File: src/rtl/fetch_block_iag_pkg.sv
// Shared types and default geometry for the fetch block address generator.
// The optional head bypass is enabled by defining FTQ_BYPASS_EN.
package fetch_block_iag_pkg;
   localparam int ADDR_W = 32;
   localparam int FW_W = 2;
   localparam int INST_B = 4;
   localparam int FETCH_BYTES = FW_W * INST_B;

   typedef enum logic [1:0] {INIT, RUN, REFILL} IagState_t;

   typedef struct packed {
      logic [ADDR_W-1:0] pc;
      logic [FW_W-1:0]   mask;
      logic              taken;
      logic [ADDR_W-1:0] target;
   } FtqEntry_t;
endpackage

File: src/rtl/fetch_block_iag_if.sv
// Predictor, redirect and FTQ head bundle of the fetch block generator.
// master = the generator, slave = predictor/fetch side.
interface fetch_block_iag_if #(
   parameter int ADDR = 32,
   parameter int FETCH_WIDTH = 2,
   parameter int FTQ_DEPTH = 8
);
   localparam int SLOT = (FETCH_WIDTH > 1) ? $clog2(FETCH_WIDTH) : 1;
   localparam int FTQ = $clog2(FTQ_DEPTH);

   logic [ADDR-1:0]        gen_pc;
   logic                   pred_v;
   logic                   pred_taken;
   logic [SLOT-1:0]        pred_slot;
   logic [ADDR-1:0]        pred_target;
   logic                   dec_redirect_;
   logic [ADDR-1:0]        dec_redirect_pc;
   logic                   wb_flush_;
   logic [ADDR-1:0]        wb_flush_pc;
   logic                   ftq_e_;
   logic [ADDR-1:0]        ftq_pc;
   logic [FETCH_WIDTH-1:0] ftq_mask;
   logic                   ftq_taken;
   logic [ADDR-1:0]        ftq_target;
   logic                   ftq_pop_;
   logic [FTQ:0]           ftq_count;
   logic                   busy;

   modport master (
      output gen_pc, ftq_e_, ftq_pc, ftq_mask, ftq_taken,
             ftq_target, ftq_count, busy,
      input  pred_v, pred_taken, pred_slot, pred_target,
             dec_redirect_, dec_redirect_pc, wb_flush_,
             wb_flush_pc, ftq_pop_
   );

   modport slave (
      input  gen_pc, ftq_e_, ftq_pc, ftq_mask, ftq_taken,
             ftq_target, ftq_count, busy,
      output pred_v, pred_taken, pred_slot, pred_target,
             dec_redirect_, dec_redirect_pc, wb_flush_,
             wb_flush_pc, ftq_pop_
   );
endinterface

File: src/rtl/fetch_block_iag_ftq_fifo.sv
// Fetch target queue: circular buffer of fetch block entries.
// Clear wins over push/pop; head reads zero when empty.
module fetch_block_iag_ftq_fifo
   import fetch_block_iag_pkg::*;
#(
   parameter type T = FtqEntry_t,
   parameter int DEPTH = 8
) (
   input  logic                     clk,
   input  logic                     reset_,
   input  logic                     push,
   input  logic                     pop,
   input  logic                     clear,
   input  T                         din,
   output T                         dout,
   output logic [$clog2(DEPTH):0]   count,
   output logic                     empty,
   output logic                     full
);
   localparam int PW = $clog2(DEPTH);

   T               mem [DEPTH];
   logic [PW-1:0]  wr;
   logic [PW-1:0]  rd;

   always_ff @(posedge clk or negedge reset_) begin
      if (!reset_) begin
         wr    <= '0;
         rd    <= '0;
         count <= '0;
      end else if (clear) begin
         wr    <= '0;
         rd    <= '0;
         count <= '0;
      end else begin
         if (push) wr <= wr + PW'(1);
         if (pop)  rd <= rd + PW'(1);
         unique case ({push, pop})
            2'b10:   count <= count + (PW+1)'(1);
            2'b01:   count <= count - (PW+1)'(1);
            default: count <= count;
         endcase
      end
   end

   always_ff @(posedge clk) begin
      if (push && !clear) mem[wr] <= din;
   end

   assign empty = (count == '0);
   assign full  = (count == (PW+1)'(DEPTH));
   assign dout  = empty ? T'('0) : mem[rd];
endmodule

File: src/rtl/fetch_block_iag.sv
// Fetch block instruction address generator feeding a fetch target queue.
// Optional same-cycle head bypass when the queue is empty: FTQ_BYPASS_EN.
module fetch_block_iag
   import fetch_block_iag_pkg::*;
#(
   parameter int ADDR = ADDR_W,
   parameter int FETCH_WIDTH = FW_W,
   parameter int INST_BYTES = INST_B,
   parameter int FTQ_DEPTH = 8,
   parameter logic [ADDR-1:0] RESET_PC = '0
) (
   input logic clk,
   input logic reset_,
   fetch_block_iag_if.master bus
);
   localparam int SLOT = (FETCH_WIDTH > 1) ? $clog2(FETCH_WIDTH) : 1;
   localparam int FTQ = $clog2(FTQ_DEPTH);
   localparam int IB = $clog2(INST_BYTES);
   localparam logic [ADDR-1:0] BLK = ADDR'(FETCH_WIDTH * INST_BYTES);
   localparam logic [ADDR-1:0] BLK_MASK = ~(BLK - ADDR'(1));

   typedef struct packed {
      logic [ADDR-1:0]        pc;
      logic [FETCH_WIDTH-1:0] mask;
      logic                   taken;
      logic [ADDR-1:0]        target;
   } entry_t;

   IagState_t              state;
   IagState_t              state_nx;
   logic [ADDR-1:0]        pc_nx;
   logic [ADDR-1:0]        seq_pc;
   logic [ADDR-1:0]        redir_pc;
   logic [SLOT-1:0]        offset;
   logic [FETCH_WIDTH-1:0] mask;
   logic                   redirect;
   logic                   eff_taken;
   logic                   pop_ask;
   logic                   push_ok;
   logic                   push;
   logic                   pop;
   logic                   bypass;
   logic                   fifo_empty;
   logic                   fifo_full;
   logic [FTQ:0]           fifo_count;
   entry_t                 new_e;
   entry_t                 fifo_head;
   entry_t                 head;

   assign redirect = !bus.wb_flush_ || !bus.dec_redirect_;
   assign redir_pc = !bus.wb_flush_ ? bus.wb_flush_pc
                                    : bus.dec_redirect_pc;

   if (FETCH_WIDTH > 1) begin : g_off
      assign offset = bus.gen_pc[IB +: SLOT];
   end else begin : g_off0
      assign offset = '0;
   end

   // A taken slot sitting before the entry offset cannot end this block
   assign eff_taken = bus.pred_taken && (bus.pred_slot >= offset);
   assign seq_pc = (bus.gen_pc & BLK_MASK) + BLK;

   always_comb begin
      mask = '0;
      for (int i = 0; i < FETCH_WIDTH; i++) begin
         mask[i] = (SLOT'(i) >= offset) &&
                   (!eff_taken || SLOT'(i) <= bus.pred_slot);
      end
   end

   always_comb begin
      new_e.pc     = bus.gen_pc;
      new_e.mask   = mask;
      new_e.taken  = eff_taken;
      new_e.target = eff_taken ? bus.pred_target : '0;
   end

   // Full queue still accepts when the head leaves this cycle
   assign pop_ask = !bus.ftq_pop_;
   assign push_ok = (state == RUN) && !redirect && bus.pred_v &&
                    (!fifo_full || pop_ask);

   always_ff @(posedge clk or negedge reset_) begin
      if (!reset_) state <= INIT;
      else         state <= state_nx;
   end

   always_comb begin
      state_nx = state;
      unique case (state)
         INIT:    state_nx = RUN;
         RUN:     state_nx = RUN;
         REFILL:  state_nx = RUN;
         default: state_nx = INIT;
      endcase
      if (redirect) state_nx = REFILL;
   end

   always_comb begin
      push  = 1'b0;
      pc_nx = bus.gen_pc;
      unique case (1'b1)
         redirect: pc_nx = redir_pc;
         push_ok: begin
            push  = 1'b1;
            pc_nx = eff_taken ? bus.pred_target : seq_pc;
         end
         default: ;
      endcase
   end

   always_ff @(posedge clk or negedge reset_) begin
      if (!reset_) bus.gen_pc <= RESET_PC;
      else         bus.gen_pc <= pc_nx;
   end

`ifdef FTQ_BYPASS_EN
   assign bypass = push && fifo_empty;
`else
   assign bypass = 1'b0;
`endif

   assign head = bypass ? new_e : fifo_head;
   assign bus.ftq_e_ = fifo_empty && !bypass;
   assign pop = pop_ask && !bus.ftq_e_ && !redirect;

   fetch_block_iag_ftq_fifo #(
      .T     (entry_t),
      .DEPTH (FTQ_DEPTH)
   ) u_ftq (
      .clk    (clk),
      .reset_ (reset_),
      .push   (push && !(bypass && pop)),
      .pop    (pop && !bypass),
      .clear  (redirect),
      .din    (new_e),
      .dout   (fifo_head),
      .count  (fifo_count),
      .empty  (fifo_empty),
      .full   (fifo_full)
   );

   assign bus.ftq_pc     = head.pc;
   assign bus.ftq_mask   = head.mask;
   assign bus.ftq_taken  = head.taken;
   assign bus.ftq_target = head.target;
   assign bus.ftq_count  = fifo_count;
   assign bus.busy       = fifo_full;
endmodule

File: src/flat_wrapper.sv
// flat-port wrapper written by rule: the top's interface ports become plain ports
module fetch_block_iag_flat import fetch_block_iag_pkg::*;
#(
   parameter int ADDR = ADDR_W,
   parameter int FETCH_WIDTH = FW_W,
   parameter int INST_BYTES = INST_B,
   parameter int FTQ_DEPTH = 8,
   parameter logic [ADDR-1:0] RESET_PC = '0
)
  (clk, reset_, bus_gen_pc, bus_ftq_e_, bus_ftq_pc, bus_ftq_mask, bus_ftq_taken, bus_ftq_target, bus_ftq_count, bus_busy, bus_pred_v, bus_pred_taken, bus_pred_slot, bus_pred_target, bus_dec_redirect_, bus_dec_redirect_pc, bus_wb_flush_, bus_wb_flush_pc, bus_ftq_pop_);
  fetch_block_iag_if #(.ADDR(ADDR), .FETCH_WIDTH(FETCH_WIDTH), .FTQ_DEPTH(FTQ_DEPTH)) bus_i ();
  input logic clk;
  input logic reset_;
  output wire logic [$bits(bus_i.gen_pc)-1:0] bus_gen_pc;
  output wire logic [$bits(bus_i.ftq_e_)-1:0] bus_ftq_e_;
  output wire logic [$bits(bus_i.ftq_pc)-1:0] bus_ftq_pc;
  output wire logic [$bits(bus_i.ftq_mask)-1:0] bus_ftq_mask;
  output wire logic [$bits(bus_i.ftq_taken)-1:0] bus_ftq_taken;
  output wire logic [$bits(bus_i.ftq_target)-1:0] bus_ftq_target;
  output wire logic [$bits(bus_i.ftq_count)-1:0] bus_ftq_count;
  output wire logic [$bits(bus_i.busy)-1:0] bus_busy;
  input wire logic [$bits(bus_i.pred_v)-1:0] bus_pred_v;
  input wire logic [$bits(bus_i.pred_taken)-1:0] bus_pred_taken;
  input wire logic [$bits(bus_i.pred_slot)-1:0] bus_pred_slot;
  input wire logic [$bits(bus_i.pred_target)-1:0] bus_pred_target;
  input wire logic [$bits(bus_i.dec_redirect_)-1:0] bus_dec_redirect_;
  input wire logic [$bits(bus_i.dec_redirect_pc)-1:0] bus_dec_redirect_pc;
  input wire logic [$bits(bus_i.wb_flush_)-1:0] bus_wb_flush_;
  input wire logic [$bits(bus_i.wb_flush_pc)-1:0] bus_wb_flush_pc;
  input wire logic [$bits(bus_i.ftq_pop_)-1:0] bus_ftq_pop_;
  assign bus_gen_pc = bus_i.gen_pc;
  assign bus_ftq_e_ = bus_i.ftq_e_;
  assign bus_ftq_pc = bus_i.ftq_pc;
  assign bus_ftq_mask = bus_i.ftq_mask;
  assign bus_ftq_taken = bus_i.ftq_taken;
  assign bus_ftq_target = bus_i.ftq_target;
  assign bus_ftq_count = bus_i.ftq_count;
  assign bus_busy = bus_i.busy;
  assign bus_i.pred_v = bus_pred_v;
  assign bus_i.pred_taken = bus_pred_taken;
  assign bus_i.pred_slot = bus_pred_slot;
  assign bus_i.pred_target = bus_pred_target;
  assign bus_i.dec_redirect_ = bus_dec_redirect_;
  assign bus_i.dec_redirect_pc = bus_dec_redirect_pc;
  assign bus_i.wb_flush_ = bus_wb_flush_;
  assign bus_i.wb_flush_pc = bus_wb_flush_pc;
  assign bus_i.ftq_pop_ = bus_ftq_pop_;
  fetch_block_iag #(.ADDR(ADDR), .FETCH_WIDTH(FETCH_WIDTH), .INST_BYTES(INST_BYTES), .FTQ_DEPTH(FTQ_DEPTH), .RESET_PC(RESET_PC)) u_core (.clk(clk), .reset_(reset_), .bus(bus_i));
endmodule
File: config.mk
export PLATFORM = sky130hd
export DESIGN_NAME = fetch_block_iag_flat
export DESIGN_NICKNAME = d
export VERILOG_FILES = /design/src/rtl/fetch_block_iag_pkg.sv /design/src/rtl/fetch_block_iag_if.sv /design/src/rtl/fetch_block_iag_ftq_fifo.sv /design/src/rtl/fetch_block_iag.sv /design/src/flat_wrapper.sv
export SDC_FILE = /design/constraint.sdc
export NUM_CORES = 1
export LEC_CHECK = 0
export CORE_MARGIN = 3
export CORE_UTILIZATION = 40
export CTS_CLUSTER_DIAMETER = 30
export DETAILED_ROUTE_END_ITERATION = 12
export GPL_ROUTABILITY_DRIVEN = 0
export MAX_ROUTING_LAYER = met4
export PLACE_DENSITY_LB_ADDON = 0.12
export RECOVER_POWER = 100
export SETUP_SLACK_MARGIN = 0.02
export SLEW_MARGIN = 20
export SYNTH_ARGS = -nofsm -noshare
export SYNTH_HDL_FRONTEND = slang
export SYNTH_SLANG_ARGS = --single-unit
File: constraint.sdc
create_clock -name clk -period 10 [get_ports clk]
set_input_delay 1 -clock clk [delete_from_list [all_inputs] [get_ports clk]]
set_output_delay 1 -clock clk [all_outputs]
set_load 0.05 [all_outputs]
---- After elaboration in Yosys (flattened, before gate mapping) ----
Memory sizes are Yosys's and may differ from the RTL's.
Index checks and enable logic that the tools add are counted.
word-level totals
  flip-flop bits (word level) ............. 44
  memory bits (writable) .................. 536
  input port bits ......................... 104
  output and inout port bits .............. 105
  word-level logic and storage cells ...... 64
  memories ................................ 1
operators by class
  $add $sub $neg .......................... 5
  order comparisons ....................... 5
  equality and inequality tests ........... 5
  muxes and demuxes ....................... 16
  reductions and logical operators ........ 27
memory list
  memory            depth  width  read ports  clocked after Yosys merged registers in  write ports  RTL line                        source
  u_core.u_ftq.mem  8      67     1           0                                        1            fetch_block_iag_ftq_fifo.sv:22  T mem [DEPTH];
operator list
  kind                   count
  $mux 32                3
  $mux 67                1
  $pmux 32 s2            1
  $add 32x4->32 const B  1
  $mux 3                 4
  $logic_and 1x1->1      9
  $pmux 4 s2             1
  $logic_not 1->1        7
  $add 3x1->3 const B    2
  $reduce_bool 2->1      3
  $add 4x1->4 const B    1
  $eq 2x1->1 const B     2
  $eq 2x2->1 const B     2
  $eq 4x4->1 const B     1
  $logic_not 4->1        1
  $logic_or 1x1->1       4
  $mux 1                 4
  $mux 4                 1
  $sub 4x1->4 const B    1
  $reduce_bool 3->1      1
  $reduce_or 3->1        1
  $ge 1x1->1 const A     2
  $le 1x1->1 const A     2
  $logic_not 2->1        1
  other kinds (2)        2

---- Longest topological paths before layout ----
  depth in word-level cells ............... 10
  depth in mapped cells ................... 16
  depth with buffers taken out ............ 12

---- Hierarchy ----
A second synthesis with hierarchy kept.
second synthesis, totals
  cells, all modules ...................... 1266
  area total of the unflattened synthesis .. 23869.1 um^2
modules (own cells, without submodules)
  module                    times used  cells an instance  area each (um^2)  sequential area each (um^2)
  fetch_block_iag_ftq_fifo  1           858                20669.8           16345.7
  fetch_block_iag           1           408                3199.3            850.8

---- Least setup slack after synthesis ----
No wires, ideal clock.
  path type ............................... input port to flip-flop
  start ................................... in bus_dec_redirect_
  end ..................................... mem u_core.u_ftq.mem[2][0] (netlist name) (enable)
  library setup time ...................... 0.681 ns
  arrival ................................. 8.947 ns
  data required time ...................... 9.319 ns
  slack ................................... 0.372 ns
  stages on the path ...................... 8
  path buffers ............................ 3
  path through ............................ buf_6 and2_1 buf_6 inv_4 a211oi_4 inv_2 buf_6 nor4b_1
on the way
  cells in the longest elaborated chain, start to end .. 10
RTL lines
  element                           RTL line                                               source
  from (decl)                       flat_wrapper.sv:26                                     input wire logic [$bits(bus_i.dec_redirect_)-1:0] bus_dec_redirect_;
  $logic_not 1->1 (*)               fetch_block_iag.sv:50                                  assign redirect = !bus.wb_flush_ || !bus.dec_redirect_;
  $logic_or 1x1->1 (*)              fetch_block_iag.sv:50
  $logic_not 1->1 (*)               fetch_block_iag_ftq_fifo.sv:47, fetch_block_iag.sv:81
  $logic_and 1x1->1 (3 in a row)    fetch_block_iag.sv:81                                  assign push_ok = (state == RUN) && !redirect && bus.pred_v &&
  $mux 1                            fetch_block_iag.sv:103                                 unique case (1'b1)
  $logic_and 1x1->1 (*)             fetch_block_iag_ftq_fifo.sv:47                         if (push && !clear) mem[wr] <= din;
  $mux 1 (*)                        fetch_block_iag_ftq_fifo.sv:47
  $mux 1 (implied by the code) (*)  fetch_block_iag_ftq_fifo.sv:47
  to (decl)                         fetch_block_iag_ftq_fifo.sv:22
Every way passes the cells marked *; elsewhere a longest branch is shown, timed or not.

---- Worst setup path after layout ----
  start ................................... in bus_dec_redirect_
  end ..................................... mem u_core.u_ftq.mem[4][18] (netlist name) (enable)
The elaborated chain is that of the path after synthesis.

==> run summary <==
Root Buffer - clkbuf_16
Detail Route Antenna Nets - 0
Congestion Overflow GR - 0
CTS max path bufs - 3
Setup crit end kind - flop
Status - complete, but fails checks
Drt drc - 0
First-pass GRT wire length - 93950 um
Crit path launch type - input port
Setup-failing EPs final - 0
Maximum vdd drop - 0.0001328 V
CP max FO - 59
Distinct cells, synth - 62
Total Routing Usage GR - 0.2110
Final Hold Fails - 0
Number of synthesized flops with an enable pin - 536
Failing checks - capacitance limit, slew limit
Area fraction in compound gates after synthesis - 0.03324
RSZ-0062 raised after global routing - false
Routed via count - 13160
Yosys warning total - 0
Most frequent cells in the layout - 536 x edfxtp_1, 134 x mux4_2, 121 x clkbuf_16, 104 x dlygate4sd3_1, 103 x clkdlybuf4s50_1
Total of cells resized after clock tree synthesis - 0
Final min period - 7293 ps
Worst Tran Pin Value - 3092 ps
Initial Utilization - 0.4084
Max incr delay on CP - 1560 ps
DPL Wire Length - 37600 um
Total Power - 6.977 mW
Async set or reset register ratio after synthesis - 0.07586
Cell Rows - 88
Combinational family with the most area after synthesis - multiplexers
H-tree depth - 3
CP Cell Sequence - dlygate4sd3_1 > and2_0 > clkinvlp_2 > a211oi_4 > clkbuf_1 > inv_1 > nor4b_1 > clkbuf_2
Tcrit/Tclk final - 0.7293
CTS clk-pin slew, worst paths - 50 ps
CTS tree - yes
Fin. max-slew vios - 432
Die Ht - 249.9 um
Die area - 62430 um2
Setup tns final - 0 ps
Vias in the first global route - 14010
Post-Syn Nets - 1379
Fmax - 137.1 MHz
Commonest non-fill, non-tap cell in the layout - edfxtp_1
Adder-cell area share of the yosys netlist - 0.003682
CP arrival - 7500 ps
Hold WC Path Type - flop to flop
Post-synthesis mux area share - 0.1594
Iter 0 DRT Violations - 1126
PwrDens - 227.8 nW/um2
Max Cap Violations - 11
Total CTS buffers - 116
Worst-Skew Late Latency - 650 ps
Synthesized cell area - 23790 um2
Setup bufs post-CTS - 0
Post-Route WL - 63200 um
CP Data Required Time - 10210 ps
Vias/cell - 5.506
Synth Area per Inst - 18.76 um2
Synth Area in Simple Gates - 0.04603
Yosys reg bits - 580
Top Ports - 209
Die span in x - 249.9 um
Largest net degree at the start of global routing - 98
Xor/xnor share of the synthesized area - 0.008837
Initial antenna violation count - 6
LEAKAGE - 10.10 nW
Worst slew margin - -1.062
Hold buffers post-CTS - 0
Core area - 58250 um2
DR pass1 iterations - 6
Register area share after synthesis - 0.7229
Post-synth top flop - edfxtp_1
CTS sink count - 580
Synth Instances - 1268
Final #Nets - 1633
Fin Clk Skew - 17.90 ps
CP Class - input port to flop
Drt wl/cell - 26.43 um
P&R area growth vs syn - 28.77%
Slowest CP cell - clkbuf_2
Fillers - 4653
Share of cells above drive strength 1 - 0.2289
# port buffers - 208
cell families (layout without fill, tap and decap cells):
| logic type | after synthesis | after routing |
|---|---|---|
| flip-flops | 580 | 580 |
| buffers and inverters | 112 | 469 |
| other | 0 | 1 |
| AO/OA/AOI/OAI | 111 | 111 |
| multiplexers | 211 | 211 |
| AND/OR/NAND/NOR | 223 | 223 |
| adder cells (fa/ha/maj) | 7 | 7 |
| XOR/XNOR | 24 | 24 |
registers in the layout (all words and copies together) (netlist names):
name / cells
u_core.u_ftq.mem: 536
u_core.bus.gen_pc: 32
u_core.u_ftq.count: 4
u_core.u_ftq.rd: 3
u_core.u_ftq.wr: 3
u_core.state: 2
per-stage QoR:
stage          std cells    util  setup slack, ps  cell area [um2]  hold slack [ps]
3_5_place_dp        2169  0.4561             5010            26570            429.8
3_3_place_gp        2169  0.4561             5079            26570            418.5
4_1_cts             2390  0.5277             4581            30740            436.3
2_1_floorplan       1268       -            371.5            23790            410.6
6_report            2391  0.5259             2707            30630            435.4
5_1_grt             2390  0.5258             2207            30630            459.1
synthesized netlist by cell type (2+ instances only):
| cell | count | area (um2) |
|---|---|---|
| a31o_2 | 2 | 17.52 |
| and3_1 | 5 | 31.28 |
| buf_6 | 5 | 56.30 |
| ha_1 | 7 | 87.58 |
| buf_2 | 20 | 100.1 |
| o311ai_0 | 3 | 26.28 |
| nand2b_1 | 2 | 12.51 |
| o221ai_1 | 2 | 17.52 |
| and2_1 | 31 | 193.9 |
| a22oi_1 | 7 | 52.55 |
| nand3_1 | 22 | 110.1 |
| nand2_1 | 27 | 101.4 |
| inv_1 | 8 | 30.03 |
| a222oi_1 | 15 | 150.1 |
| nor4b_1 | 2 | 17.52 |
| nor3b_1 | 3 | 22.52 |
| mux2i_1 | 74 | 740.7 |
| xor2_1 | 15 | 131.4 |
| dfrtp_1 | 44 | 1101 |
| a221oi_1 | 3 | 26.28 |
| edfxtp_1 | 536 | 16100 |
| nor2b_1 | 4 | 25.02 |
| mux2_2 | 3 | 33.78 |
| nand4_1 | 8 | 50.05 |
| mux4_2 | 134 | 3018 |
| a21oi_2 | 2 | 17.52 |
| nor2_2 | 2 | 12.51 |
| a211oi_1 | 4 | 30.03 |
| o21a_1 | 3 | 22.52 |
| buf_4 | 34 | 255.2 |
| nor4_1 | 2 | 12.51 |
| o21ai_0 | 28 | 140.1 |
| o21ai_1 | 4 | 20.02 |
| nor4_2 | 2 | 25.02 |
| a221o_1 | 3 | 30.03 |
| buf_1 | 3 | 11.26 |
| nor2_1 | 96 | 360.4 |
| o311ai_1 | 3 | 26.28 |
| xnor2_1 | 9 | 78.83 |
| o211ai_1 | 5 | 37.54 |
| nor3_1 | 11 | 55.05 |
| a21oi_1 | 17 | 85.08 |
| clkbuf_1 | 39 | 146.4 |
power breakdown:
part,total [mW],switching [mW],internal [mW]
Sequential,2.74,0.0530,2.69
Clock,4.01,1.28,2.72
Combinational,0.228,0.147,0.0805
Total,6.98,1.48,5.49
worst paths after layout:
kind,from,end,slack (ps),cells past startpoint
worst max register to register,u_core.u_ftq.count[1]$_DFFE_PN0P_,u_core.u_ftq.mem[4][18]$_DFFE_PP_,4670,6
max in group asynchronous,reset_,u_core.u_ftq.rd[2]$_DFFE_PN0P_,6710,2
min in group asynchronous,reset_,u_core.bus.gen_pc[11]$_DFFE_PN0P_,1320,2
worst max-delay path,bus_dec_redirect_,u_core.u_ftq.mem[4][18]$_DFFE_PP_,2710,8
worst min-delay path,u_core.state[1]$_DFF_PN0_,u_core.state[0]$_DFF_PN0_,440,1
worst min register to register,u_core.state[1]$_DFF_PN0_,u_core.state[0]$_DFF_PN0_,440,1
layout make-up:
type | count | area (um2) | area share
diodes | 1 | 2.502 | 0.00008170
clock buffers | 135 | 3110 | 0.1015
clock inverters | 86 | 1060 | 0.03460
inverters | 10 | 38.79 | 0.001266
multi-input cells | 576 | 6000 | 0.1959
flip-flops and latches | 580 | 17200 | 0.5617
well taps | 765 | 957.2 | 0.03125
repair buffers | 238 | 2258 | 0.07373
layer usage:
metal / track usage / up-vias / share of wire
met2: 0.3174 / 480 / 0.47
met3: 0.05190 / 75 / 0.075
met4: 0.05952 / 0 / 0.017
met1: 0.2879 / 6944 / 0.44
met5: - / - / 0
li1: - / 5665 / -
critical path, delay by kind of cell:
family / cells / cell delay [ps]
buffers and inverters: 5 / 4990
AO/OA/AOI/OAI: 1 / 370
AND/OR/NAND/NOR: 2 / 1050
No activity file was read; power rests on OpenSTA's default activity.
